File: config.mk
export PLATFORM = sky130hd
export DESIGN_NAME = ball_engine
export DESIGN_NICKNAME = d
export VERILOG_FILES = /design/src/rtl/pong_pkg.sv /design/src/rtl/ball_engine_tick_gen.sv /design/src/rtl/ball_engine.sv
export SDC_FILE = /design/constraint.sdc
export NUM_CORES = 1
export LEC_CHECK = 0
export CAP_MARGIN = 15
export CORE_ASPECT_RATIO = 0.7
export CORE_MARGIN = 3
export CORE_UTILIZATION = 51
export CTS_BUF_LIST = sky130_fd_sc_hd__clkbuf_16
export CTS_CLUSTER_DIAMETER = 30
export CTS_CLUSTER_SIZE = 16
export DETAILED_ROUTE_END_ITERATION = 16
export HOLD_SLACK_MARGIN = 0.05
export PLACE_DENSITY_LB_ADDON = 0.25
export SLEW_MARGIN = 20
export SYNTH_ARGS = -nofsm -noshare
export SYNTH_HDL_FRONTEND = slang
export SYNTH_SLANG_ARGS = --single-unit
File: constraint.sdc
create_clock -name clk -period 2.34 [get_ports clk]
set_input_delay 0.468 -clock clk [delete_from_list [all_inputs] [get_ports clk]]
set_output_delay 0.468 -clock clk [all_outputs]
set_load 0.01 [all_outputs]
File: src/rtl/pong_pkg.sv
// pong_pkg: shared game states, direction encodings and default matrix size.
package pong_pkg;
  typedef enum logic [1:0] {IDLE, RUN, SCORED} state_e;
  localparam logic DIR_LEFT    = 1'b0;
  localparam logic DIR_RIGHT   = 1'b1;
  localparam logic DIR_UP      = 1'b0;
  localparam logic DIR_DOWN    = 1'b1;
  localparam int   MATRIX_COLS = 16;
  localparam int   MATRIX_ROWS = 16;
endpackage

File: src/rtl/ball_engine_tick_gen.sv
// tick_gen: modulo-TICK_DIV counter with synchronous clear; tick marks the last count.
module tick_gen #(
  parameter int TICK_DIV = 25_000_000
) (
  input  logic clk,
  input  logic rst,
  input  logic clr,
  output logic tick
);
  localparam int CW = $clog2(TICK_DIV);
  logic [CW-1:0] cnt_q, cnt_d;
  assign tick  = cnt_q == CW'(TICK_DIV - 1);
  assign cnt_d = (clr || tick) ? '0 : cnt_q + CW'(1);
  always_ff @(posedge clk) cnt_q <= rst ? '0 : cnt_d;
endmodule

File: src/rtl/ball_engine.sv
// ball_engine: serves the ball from the centre, steps it per tick, bounces it off walls and paddles, flags misses.
module ball_engine
  import pong_pkg::*;
#(
  parameter int  COLS       = MATRIX_COLS,
  parameter int  ROWS       = MATRIX_ROWS,
  parameter int  PADDLE_LEN = 3,
  parameter int  TICK_DIV   = 25_000_000,
  localparam int XW         = $clog2(COLS),
  localparam int YW         = $clog2(ROWS)
) (
  input  logic          clk,
  input  logic          rst,
  input  logic          start,
  input  logic          serve_dir,
  input  logic [YW-1:0] p1_y,
  input  logic [YW-1:0] p2_y,
  output logic [XW-1:0] b_x,
  output logic [YW-1:0] b_y,
  output logic          busy,
  output logic          p1_point,
  output logic          p2_point
);
  localparam logic [XW-1:0] X_MID = XW'(COLS / 2);
  localparam logic [YW-1:0] Y_MID = YW'(ROWS / 2);
  localparam logic [XW-1:0] X_MAX = XW'(COLS - 1);
  localparam logic [YW-1:0] Y_MAX = YW'(ROWS - 1);
  localparam logic [YW:0]   P_EXT = (YW + 1)'(PADDLE_LEN - 1);
  state_e        state_q, state_d;
  logic [XW-1:0] bx_q, bx_d;
  logic [YW-1:0] by_q, by_d;
  logic          dx_q, dx_d, dy_q, dy_d;
  logic          p1_q, p1_d, p2_q, p2_d;
  logic          clr, tick, at_p1, at_p2, hit1, hit2, hit, y_edge;
  tick_gen #(.TICK_DIV(TICK_DIV)) u_tick (
    .clk (clk),
    .rst (rst),
    .clr (clr),
    .tick(tick)
  );
  assign at_p1  = dx_q == DIR_LEFT && bx_q == XW'(1);
  assign at_p2  = dx_q == DIR_RIGHT && bx_q == X_MAX - XW'(1);
  // Paddle span top is widened by one bit so a paddle near the bottom is not wrapped.
  assign hit1   = by_q >= p1_y && {1'b0, by_q} <= {1'b0, p1_y} + P_EXT;
  assign hit2   = by_q >= p2_y && {1'b0, by_q} <= {1'b0, p2_y} + P_EXT;
  assign hit    = at_p1 ? hit1 : hit2;
  assign y_edge = dy_q == DIR_UP ? by_q == '0 : by_q == Y_MAX;
  always_comb begin
    state_d = state_q;
    bx_d    = bx_q;
    by_d    = by_q;
    dx_d    = dx_q;
    dy_d    = dy_q;
    p1_d    = 1'b0;
    p2_d    = 1'b0;
    clr     = 1'b0;
    case (state_q)
      IDLE: begin
        bx_d = X_MID;
        by_d = Y_MID;
        if (start) begin
          dx_d    = serve_dir;
          dy_d    = DIR_DOWN;
          clr     = 1'b1;
          state_d = RUN;
        end
      end
      RUN: if (tick) begin
        dy_d = y_edge ? ~dy_q : dy_q;
        by_d = (dy_q == DIR_DOWN) ^ y_edge ? by_q + YW'(1) : by_q - YW'(1);
        if (at_p1 || at_p2) begin
          dx_d    = hit ? ~dx_q : dx_q;
          bx_d    = hit ? (at_p1 ? XW'(2) : X_MAX - XW'(2)) : (at_p1 ? '0 : X_MAX);
          p2_d    = !hit && at_p1;
          p1_d    = !hit && at_p2;
          state_d = hit ? RUN : SCORED;
        end else begin
          bx_d = dx_q == DIR_RIGHT ? bx_q + XW'(1) : bx_q - XW'(1);
        end
      end
      SCORED: if (tick) begin
        bx_d    = X_MID;
        by_d    = Y_MID;
        state_d = IDLE;
      end
      default: state_d = IDLE;
    endcase
  end
  always_ff @(posedge clk) begin
    if (rst) begin
      state_q <= IDLE;
      bx_q    <= X_MID;
      by_q    <= Y_MID;
      dx_q    <= 1'b0;
      dy_q    <= DIR_DOWN;
      p1_q    <= 1'b0;
      p2_q    <= 1'b0;
    end else begin
      state_q <= state_d;
      bx_q    <= bx_d;
      by_q    <= by_d;
      dx_q    <= dx_d;
      dy_q    <= dy_d;
      p1_q    <= p1_d;
      p2_q    <= p2_d;
    end
  end
  assign b_x      = bx_q;
  assign b_y      = by_q;
  assign busy     = state_q != IDLE;
  assign p1_point = p1_q;
  assign p2_point = p2_q;
endmodule

# Yosys cells after proc, flatten, opt, wreduce, memory -nomap -nowiden
# Cells that the tools add are included.
# W data, S select, Z words.
[classes]
addsub = 7
n_lt_le_gt_ge = 4
eq_ne = 12
mux = 30
n_bitwise = 6
reduce_logical = 20
[ops]
columns = ["cell", "count"]
rows = [
  ["$mux W4", 9],
  ["$add A25 B1 Y25 const B", 1],
  ["$eq A25 B25 Y1 const B", 1],
  ["$pmux W4 S3", 2],
  ["$mux W1", 11],
  ["$add A4 B2 Y5 const B", 2],
  ["$le A4 B5 Y1", 2],
  ["$mux W2", 5],
  ["$add A4 B1 Y4 const B", 2],
  ["$eq A4 B4 Y1 const B", 2],
  ["$ge A4 B4 Y1", 2],
  ["$ne A2 B2 Y1 const B", 4],
  ["$reduce_and A4 Y1", 2],
  ["$sub A4 B1 Y4 const B", 2],
  ["$logic_and A1 B1 Y1", 6],
  ["$pmux W2 S3", 1],
  ["$not A1 Y1", 5],
  ["$reduce_and A5 Y1", 1],
  ["$eq A4 B1 Y1 const B", 1],
  ["$logic_not A4 Y1", 1],
  ["$ne A2 B1 Y1 const B", 2],
  ["$pmux W1 S2", 2],
  ["$reduce_bool A2 Y1", 2],
  ["$reduce_or A4 Y1", 1],
  ["9 further kinds", 10],
]
[totals]
ff_bits = 39
inputBits = 12
out_inout_bits = 11
word_cells = 87

# Longest topological paths before layout
# Gate-level depths: netlist of run 1.
[depth]
ltp_word = 8
depth_mapped = 12
depth_no_buf = 12

# Hierarchy
# Synthesis of run 1 repeated with hierarchy kept, for this count alone.
[unflattened]
hier_cells = 291
area_unflattened_um2 = 2497.4
[by_module_without_submodules]
columns = ["mod", "n_inst", "cells_per_inst", "area_each_um2", "seq_area_each_um2"]
rows = [
  ["ball_engine", 1, 159, 1293.7, 280.3],
  ["tick_gen", 1, 132, 1203.7, 500.5],
]

# Worst setup path after synthesis of run 1
# OpenSTA, ideal clock, no wires.
[synth_path]
kind = "in2reg"
start = "input p1_y[1]"
end = "register bx_q[1] (netlist: b_x[1])"
setup_time_ns = 0.117
arrival_ns = 2.260
required_time_ns = 2.223
path_slack_ns = -0.037
cell_stages = 12
path_buffers = 0
path_cell_list = "ha_1 > xnor2_1 > ha_1 > nand4b_1 > o31ai_1 > a21oi_1 > o32ai_2 > inv_1 > ha_1 > nand2_1 > o21ai_0 > a22o_1"
[synth_via]
elab_chain_len = 8
elab_cells_between_ends = 9
cone_classes = "1 x add/sub; 2 x order compare; 5 x mux; 1 x reduce/logical"
[synth_lines]
columns = ["item", "line", "source"]
rows = [
  ["start, declared", "ball_engine.sv:16", "input logic [YW-1:0] p1_y,"],
  ["$add A4 B2 Y5", "ball_engine.sv:44", "assign hit1 = by_q >= p1_y && {1'b0, by_q} <= {1'b0, p1_y} + P_EXT;"],
  ["$le A4 B5 Y1", "ball_engine.sv:44", ""],
  ["$logic_and A1 B1 Y1 (*)", "ball_engine.sv:44", ""],
  ["$mux W1 (*)", "ball_engine.sv:46", "assign hit = at_p1 ? hit1 : hit2;"],
  ["$mux W4 (*)", "ball_engine.sv:73", "bx_d = hit ? (at_p1 ? XW'(2) : X_MAX - XW'(2)) : (at_p1 ? '0 : X_MAX);"],
  ["$mux W4 (*)", "ball_engine.sv:71", "if (at_p1 || at_p2) begin"],
  ["$mux W4 (*)", "ball_engine.sv:68", "RUN: if (tick) begin"],
  ["$pmux W4 S3 (*)", "ball_engine.sv:57", "case (state_q)"],
  ["end signal, assigned", "ball_engine.sv:92", "bx_q <= X_MID;"],
  ["end signal, assigned", "ball_engine.sv:100", "bx_q <= bx_d;"],
  ["end, declared", "ball_engine.sv:30", "logic [XW-1:0] bx_q, bx_d;"],
]
# Mark *: on every way between the ends. The rest lies on a longest branch, timed or not. The select of a mux whose other input is x is not followed.
# A chain may end at the register's enable or synchronous reset.

# Final worst setup path of run 1
[layout_path]
start = "input p2_y[1]"
end = "register state_q[1]"
[layout_via]
elab_chain_len = 8
elab_cells_between_ends = 9
cone_classes = "1 x add/sub; 2 x order compare; 5 x mux; 1 x reduce/logical"
[layout_lines]
columns = ["item", "line", "source"]
rows = [
  ["start, declared", "ball_engine.sv:17", "input logic [YW-1:0] p2_y,"],
  ["$add A4 B2 Y5", "ball_engine.sv:45", "assign hit2 = by_q >= p2_y && {1'b0, by_q} <= {1'b0, p2_y} + P_EXT;"],
  ["$le A4 B5 Y1", "ball_engine.sv:45", ""],
  ["$logic_and A1 B1 Y1 (*)", "ball_engine.sv:45", ""],
  ["$mux W1 (*)", "ball_engine.sv:46", ""],
  ["$mux W2 (*)", "ball_engine.sv:76", "state_d = hit ? RUN : SCORED;"],
  ["$mux W2 (*)", "ball_engine.sv:71", ""],
  ["$mux W2 (*)", "ball_engine.sv:68", ""],
  ["$pmux W2 S3 (*)", "ball_engine.sv:57", ""],
  ["end signal, assigned", "ball_engine.sv:99", "state_q <= state_d;"],
  ["end, declared", "ball_engine.sv:29", "state_e state_q, state_d;"],
]
# Marks and branches as above.

==> impl_metrics.py, run 1 <==
metrics = {
    "run_status": {
        "outcome": "finished, final reports clean",
    },
    "route": {
        "vias": 2088,
        "ant_nets": 0,
        "drt-total-wl_um": 5500,
        "drc_errors": 0,
        "drtIter0Drc": 140,
        "dr.pass1.iters": 4,
        "wire_per_inst_um": 14.7,
        "vias_per_cell": 5.60,
    },
    "finish": {
        "area_growth_pct": 29.4,
        "multi_input_area_sq_mm": 0.00159,
        "final_core_util_pct": 69.6,
        "insertedDiodeCount": 0,
        "fillers": 347,
        "drive_gt1_share_pct": 17.9,
        "fin_nets": 354,
        "fin_area_sq_mm": 0.00306,
        "register_area_sq_um": 783,
    },
    "die": {
        "initial_utilization_pct": 53.7,
        "die_y_um": 63,
        "rows": 20,
        "ios": 23,
        "die-area_sq_mm": 0.00551,
        "core-area_sq_mm": 0.00440,
        "die_w_um": 87.4,
    },
    "clocking": {
        "clkTransAtPathRegs_ns": 0.06,
        "numCtsBuffers": 5,
        "clock_latency_ns": 0.28,
        "cts-root-buf": "clkbuf_16",
        "cts_buffer_depth": 2,
        "htreeDepth": 2,
        "cts_tree": "built",
        "cts_hold_buf": 0,
        "cts.sinks": 39,
    },
    "setup_path": {
        "end_kind": "flip-flop",
        "cp_slowest_cell": "or4b_4",
        "timing.rr.end": "state_q[1]$_SDFFE_PP0P_",
        "arrival_ns": 2.49,
        "cp-endpoint": "state_q[1]$_SDFFE_PP0P_",
        "reg2reg_slack_ns": 0.16,
        "crit_start": "p2_y[1]",
        "criticalPathCategory": "input port to flip-flop",
        "crit_chain": "clkbuf_2 > ha_2 > xnor2_1 > ha_1 > nand4b_1 > o31ai_1 > a21oi_1 > o32ai_2 > buf_4 > or4b_4 > a21oi_2",
        "cp_max_fo": 3,
        "ff2ff_path_depth": 9,
        "start_kind": "input port",
        "crit_required_ns": 2.56,
        "max_stage_delay_ns": 0.50,
        "r2r-start": "b_y[2]$_SDFFE_PP0P_",
    },
    "pwr": {
        "total_power_mw": 1.63,
        "p_clk_share_pct": 46.6,
        "seq_power_share_pct": 41.9,
        "ir_drop_v": 0.000437,
        "combPwrFrac_pct": 11.5,
        "power.density_mw_per_mm2": 532,
        "intPower_mw": 1.26,
        "p_sw_uw": 366,
        "p_leak_nw": 1.31,
        "swShare_pct": 22.5,
    },
    "logic_synthesis": {
        "synth_nets": 310,
        "synth_seq_area_share_pct": 33.0,
        "yosysTopAreaCell": "dfxtp_1",
        "synth_cells": 273,
        "synthArstFlopShare_pct": 0,
        "synth_ff_type": "dfxtp_1",
        "synth.cell_area_sq_mm": 0.00237,
        "synth.avg_cell_area_sq_um": 8.67,
        "ys_warn_count": 0,
        "synth_edf_count": 0,
        "ys_types": 46,
        "synth_seq_cells": 39,
        "yosysTopAreaCellShare_pct": 33.0,
        "synth_area_leaders": "dfxtp_1 (33%), ha_1 (13%), xor2_1 (7.0%), nor2_1 (5.4%), xnor2_1 (3.7%)",
    },
    "sta": {
        "fin_crit_sh_pct": 97.3,
        "timing.slew.headroom_pct": 71.1,
        "fmax_mhz": 439,
        "holdWs_ns": 0.525,
        "period_needed_ns": 2.28,
        "worst_pin_slew_ns": 0.432,
        "hold_viol": 0,
        "rsz0062_at_grt": "true",
        "layout_setup_ws_ns": 0.0622,
        "setup_viol": 0,
        "finClkSkew_ns": 0.00354,
        "final_max_slew_viol_count": 0,
    },
    "global_routing": {
        "grt_pass1_wl_um": 9470,
        "grt_overflow": 0,
        "grt_usage_pct": 21.6,
        "antenna_found_initial": 0,
        "grt_max_degree": 25,
        "grt_pass1_vias": 1943,
    },
    "placement": {
        "place_ws_ns": -0.636,
        "placed_cell_area_sq_mm": 0.00281,
        "gp_congestion": 0.816,
        "port_buffers": 22,
        "dp_hpwl_um": 3980,
    },
    "hold_path": {
        "worstHoldPathType": "flip-flop to flip-flop",
        "hp-start": "u_tick.cnt_q[0]$_SDFF_PP0_",
    },
    "job": {
        "drv_cap": 0,
    },
}
==> per-stage QoR <==
stage | setup TNS [ns] | cells
final | 0 | 373
after CTS | -0.00538 | 372
after floorplan | -0.0142 | 273
after detailed placement | -2.93 | 364
after global routing | -0.0921 | 373
after global placement | -2.48 | 364
==> critical path, delay by kind of cell <==
family                     cells  cell delay [ns]
and+or+nand+nor                2             0.61
AOI/OAI and AO/OA              4             0.53
adders and majority gates      2             0.50
buffers and inverters          2             0.25
xor gates and xnor gates       1             0.12
==> cells in the final DEF, fill, tap and decap left out, types with 6 or more instances in the layout <==
cell type         n
nand4_1          10
dfxtp_1          37
ha_1             17
clkdlybuf4s50_1  14
a21oi_1          10
xor2_1           19
nand3_1          15
inv_1            18
buf_4            23
and3_1            8
ha_4              6
nor2_1           34
xnor2_1           9
nand2_1          13
==> kinds of logic (layout without fill, tap and decap cells) <==
logic type                 count (synthesis)  count (layout)  share of synthesized area [%]
and+or+nand+nor                          106             106                           23.6
AOI/OAI and AO/OA                         42              42                           12.5
DFF                                       39              39                           33.0
xor gates and xnor gates                  29              29                           10.7
buffers and inverters                     27              72                           4.44
adders and majority gates                 26              26                           14.0
muxes                                      4               4                           1.74
==> state kept, by name, indices dropped and copies added (netlist names) <==
signal	flops
u_tick.cnt_q	25
b_x	4
b_y	4
state_q	2
dx_q	1
dy_q	1
p1_point	1
p2_point	1
==> per-layer routing <==
metal | up-vias | GRT usage (%) | wire (um)
li1 | 1069 | - | -
met2 | 49 | 29.9 | 2360
met1 | 963 | 33.4 | 2830
met4 | 0 | 5.17 | 46
met5 | - | 0 | 0
met3 | 7 | 4.87 | 258
==> Yosys cell counts, drive strengths merged, types with 7 or more instances <==
cell type / n
a21oi: 12
and3: 8
dfxtp: 39
ha: 24
inv: 19
nand2: 13
nand3: 15
nand4: 10
nor2: 34
o21ai: 7
xnor2: 10
xor2: 19
==> timing repair <==
action	in CTS	in global routing
setup endpoints to repair	6	3
pin swaps	11	12
buffers inserted	0	1
resized for setup	17	22
==> layout make-up <==
cell class	count	share of cell area (%)
Inverter	19	2.33
Multi-Input combinational cell	207	51.7
Clock buffer	5	4.08
Sequential cell	39	25.6
Timing Repair Buffer	45	12.8
Tap cell	55	2.25
Clock inverter	3	1.27
==> power groups by stage <==
stage / registers, mW / clock network (mW) / logic, mW
global placement: 0.696 / 0 / 0.168
floorplan: 0.695 / 0 / 0.101
CTS: 0.683 / 0.766 / 0.176
finish: 0.683 / 0.760 / 0.187
detailed placement: 0.697 / 0 / 0.172
global route: 0.684 / 0.795 / 0.206
==> worst min path at each step <==
stage | to | depth (start not counted)
after floorplan | u_tick.cnt_q[0]$_SDFF_PP0_ | 1
after global placement | u_tick.cnt_q[0]$_SDFF_PP0_ | 1
after detailed placement | u_tick.cnt_q[0]$_SDFF_PP0_ | 1
after CTS | u_tick.cnt_q[4]$_SDFF_PP0_ | 2
after global routing | u_tick.cnt_q[0]$_SDFF_PP0_ | 1
final | u_tick.cnt_q[0]$_SDFF_PP0_ | 1
Note: power is estimated with default switching activity, not from simulation.
==> run 2, diff against run 1 <==
--- a/config.mk
+++ b/config.mk
@@ -5,15 +5,17 @@
 export SDC_FILE = /design/constraint.sdc
 export NUM_CORES = 1
 export LEC_CHECK = 0
-export CAP_MARGIN = 15
+export ABC_AREA = 1
+export CAP_MARGIN = 30
 export CORE_ASPECT_RATIO = 0.7
 export CORE_MARGIN = 3
-export CORE_UTILIZATION = 51
+export CORE_UTILIZATION = 52
 export CTS_BUF_LIST = sky130_fd_sc_hd__clkbuf_16
 export CTS_CLUSTER_DIAMETER = 30
 export CTS_CLUSTER_SIZE = 16
 export DETAILED_ROUTE_END_ITERATION = 16
 export HOLD_SLACK_MARGIN = 0.05
+export MAX_ROUTING_LAYER = met4
 export PLACE_DENSITY_LB_ADDON = 0.25
 export SLEW_MARGIN = 20
 export SYNTH_ARGS = -nofsm -noshare
==> impl_metrics.py, run 2 <==
metrics = {
    "run_status": {
        "outcome": "finished, final reports clean",
    },
    "pwr": {
        "total_power_mw": 2.56,
        "seq_power_share_pct": 33.0,
        "power.density_mw_per_mm2": 772,
        "swShare_pct": 38.1,
        "p_sw_uw": 977,
        "p_clk_share_pct": 24.6,
        "intPower_mw": 1.59,
        "ir_drop_v": 0.000495,
        "p_leak_nw": 1.40,
        "combPwrFrac_pct": 42.3,
    },
    "logic_synthesis": {
        "synth_ff_type": "dfxtp_1",
        "synth_cells": 379,
        "synth_top_family_by_area": "simple AND/OR/NAND/NOR gates",
        "synthArstFlopShare_pct": 0,
        "synth.avg_cell_area_sq_um": 7.08,
        "synth_area_leaders": "dfxtp_1 (29%), ha_1 (11%), nand2_1 (9.7%), inv_1 (7.6%), nor2_1 (6.0%)",
        "synthTopCellsByCount": "nand2_1 (69), inv_1 (54), nor2_1 (43)",
        "synthMuxAreaShare_pct": 0,
        "synth_fa_ha_area_share_pct": 11.9,
        "ys_types": 40,
        "synth_edf_count": 0,
        "synth.cell_area_sq_mm": 0.00268,
        "synth_seq_area_share_pct": 29.1,
        "synth_xor_xnor_area_share_pct": 4.90,
        "synth_compound_area_share_pct": 9.28,
        "synth_nets": 416,
        "yosys.area_share.simple_pct": 35.5,
        "yosysMostFrequentCell": "nand2_1",
        "yosysTopAreaCell": "dfxtp_1",
        "ys_warn_count": 0,
        "yosysTopAreaCellShare_pct": 29.1,
        "synth_seq_cells": 39,
    },
    "global_routing": {
        "grt_usage_pct": 22.4,
        "grt_pass1_wl_um": 10700,
        "grt_overflow": 0,
        "grt_max_degree": 22,
        "grt_pass1_vias": 2275,
        "antenna_found_initial": 0,
    },
    "finish": {
        "final_common_cell": "nand2_1",
        "area_growth_pct": 23.7,
        "insertedDiodeCount": 0,
        "fin_nets": 455,
        "largest_reg_flops": 25,
        "drive_gt1_share_pct": 18.7,
        "layout_common_cells": "nand2_1 (66), inv_1 (53), nor2_1 (43), dfxtp_1 (36), nand3_1 (26)",
        "largest_register": "u_tick.cnt_q",
        "fillers": 406,
    },
    "placement": {
        "port_buffers": 22,
        "dp_hpwl_um": 4730,
        "gp_congestion": 0.899,
    },
    "route": {
        "ant_nets": 0,
        "vias": 2509,
        "drt-total-wl_um": 6370,
        "drtIter0Drc": 221,
        "vias_per_cell": 5.15,
        "drc_errors": 0,
        "wire_per_inst_um": 13.1,
        "dr.pass1.iters": 5,
    },
    "setup_path": {
        "criticalPathCategory": "input port to flip-flop",
        "crit_buf_inv": 1,
        "crit_chain": "dlygate4sd2_1 > ha_2 > xnor2_2 > ha_4 > nand2_2 > nor2_1 > nor2_1 > nand2_1 > nand3_2 > and2_4 > ha_4 > nand2_2 > o21ai_2 > o21ai_1 > a21oi_1",
        "arrival_ns": 2.42,
        "cp_max_fo": 2,
        "start_kind": "input port",
        "critical_path.top_delay_family": "adder cells",
        "end_kind": "flip-flop",
        "max_stage_delay_ns": 0.29,
        "crit_required_ns": 2.50,
        "cp_slowest_cell": "ha_4",
    },
    "sta": {
        "fmax_mhz": 442,
        "hold_viol": 0,
        "final_max_slew_viol_count": 0,
        "finClkSkew_ns": 0.00480,
        "worst_pin_slew_ns": 0.567,
        "period_needed_ns": 2.26,
        "fin_crit_sh_pct": 96.6,
        "holdWs_ns": 0.474,
        "setup_viol": 0,
        "timing.slew.headroom_pct": 62.0,
    },
    "clocking": {
        "cts_tree": "built",
        "numCtsBuffers": 5,
        "htreeDepth": 2,
        "clkTransAtPathRegs_ns": 0.06,
        "cts.sinks": 39,
        "cts-root-buf": "clkbuf_16",
        "clock_latency_ns": 0.28,
        "cts_buffer_depth": 2,
    },
    "job": {
        "drv_cap": 0,
    },
    "die": {
        "ios": 23,
        "rows": 21,
        "die_w_um": 91.9,
        "die-area_sq_mm": 0.00607,
        "core-area_sq_mm": 0.00489,
        "initial_utilization_pct": 54.9,
        "die_y_um": 66.1,
    },
    "hold_path": {
        "worstHoldPathType": "flip-flop to flip-flop",
    },
}
run 2: power groups by stage:
| stage | sequential [mW] | clock (mW) | combinational (mW) |
|---|---|---|---|
| 6_report | 0.847 | 0.632 | 1.08 |
| 3_5_place_dp | 0.847 | 0 | 0.983 |
| 2_1_floorplan | 0.835 | 0 | 0.681 |
| 5_1_grt | 0.859 | 0.673 | 1.22 |
| 3_3_place_gp | 0.848 | 0 | 0.971 |
| 4_1_cts | 0.835 | 0.641 | 1.02 |
run 2: stage by stage:
step / TNS [ns] / std cells / instance area [sq um] / utilization (%) / setup WS (ns)
2_1_floorplan: 0 / 379 / 2680 / - / 0.0976
3_3_place_gp: -1.15 / 479 / 3070 / 62.8 / -0.419
3_5_place_dp: -1.56 / 479 / 3070 / 62.8 / -0.552
4_1_cts: 0 / 486 / 3240 / 66.4 / 0.00738
5_1_grt: -0.00662 / 487 / 3320 / 67.9 / -0.00662
6_report: 0 / 487 / 3320 / 67.9 / 0.0791
run 2: worst paths after layout:
kind	slack, ns	end	cells past startpoint	start
worst max-delay path	0.08	b_x[1]$_SDFFE_PP0P_	15	p1_y[1]
worst min register to register	0.47	u_tick.cnt_q[0]$_SDFF_PP0_	1	u_tick.cnt_q[0]$_SDFF_PP0_
worst max register to register	0.20	b_x[1]$_SDFFE_PP0P_	11	b_x[1]$_SDFFE_PP0P_
worst min-delay path	0.47	u_tick.cnt_q[0]$_SDFF_PP0_	1	u_tick.cnt_q[0]$_SDFF_PP0_
run 2: metal layers:
layer | routed length (um) | GRT usage, % | part of all wire, % | up-vias
li1 | - | - | - | 1312
met1 | 3400 | 33.4 | 53 | 1107
met2 | 2560 | 31.5 | 40 | 84
met3 | 384 | 4.55 | 6.0 | 6
met4 | 30 | 3.89 | 0.47 | 0
met5 | 0 | - | 0 | -
run 2: cell type report:
cell class                 instances  area [sq um]  area share (%)
sequential                        39           785            23.6
timing repair buffer              36           319            9.61
multi-input combinational        276          1770            53.2
clock inverter                     2          8.76           0.264
tap                               69          86.3            2.60
inverter                          60           230            6.93
clock buffer                       5           125            3.77
run 2: timing repair:
item | 4_1_cts | 5_1_grt
hold buffers | 0 | 0
setup buffers | 0 | 1
hold endpoints to repair | 0 | 0
setup endpoints to repair | 1 | 2
pin swaps | 4 | 5
resized for setup | 16 | 16
run 2: cells by family (layout without fill, tap and decap cells):
group | Yosys count | after routing
buffers and inverters | 64 | 103
adders and majority gates | 25 | 25
AOI/OAI and AO/OA | 43 | 43
DFF | 39 | 39
and+or+nand+nor | 193 | 193
xor gates and xnor gates | 15 | 15
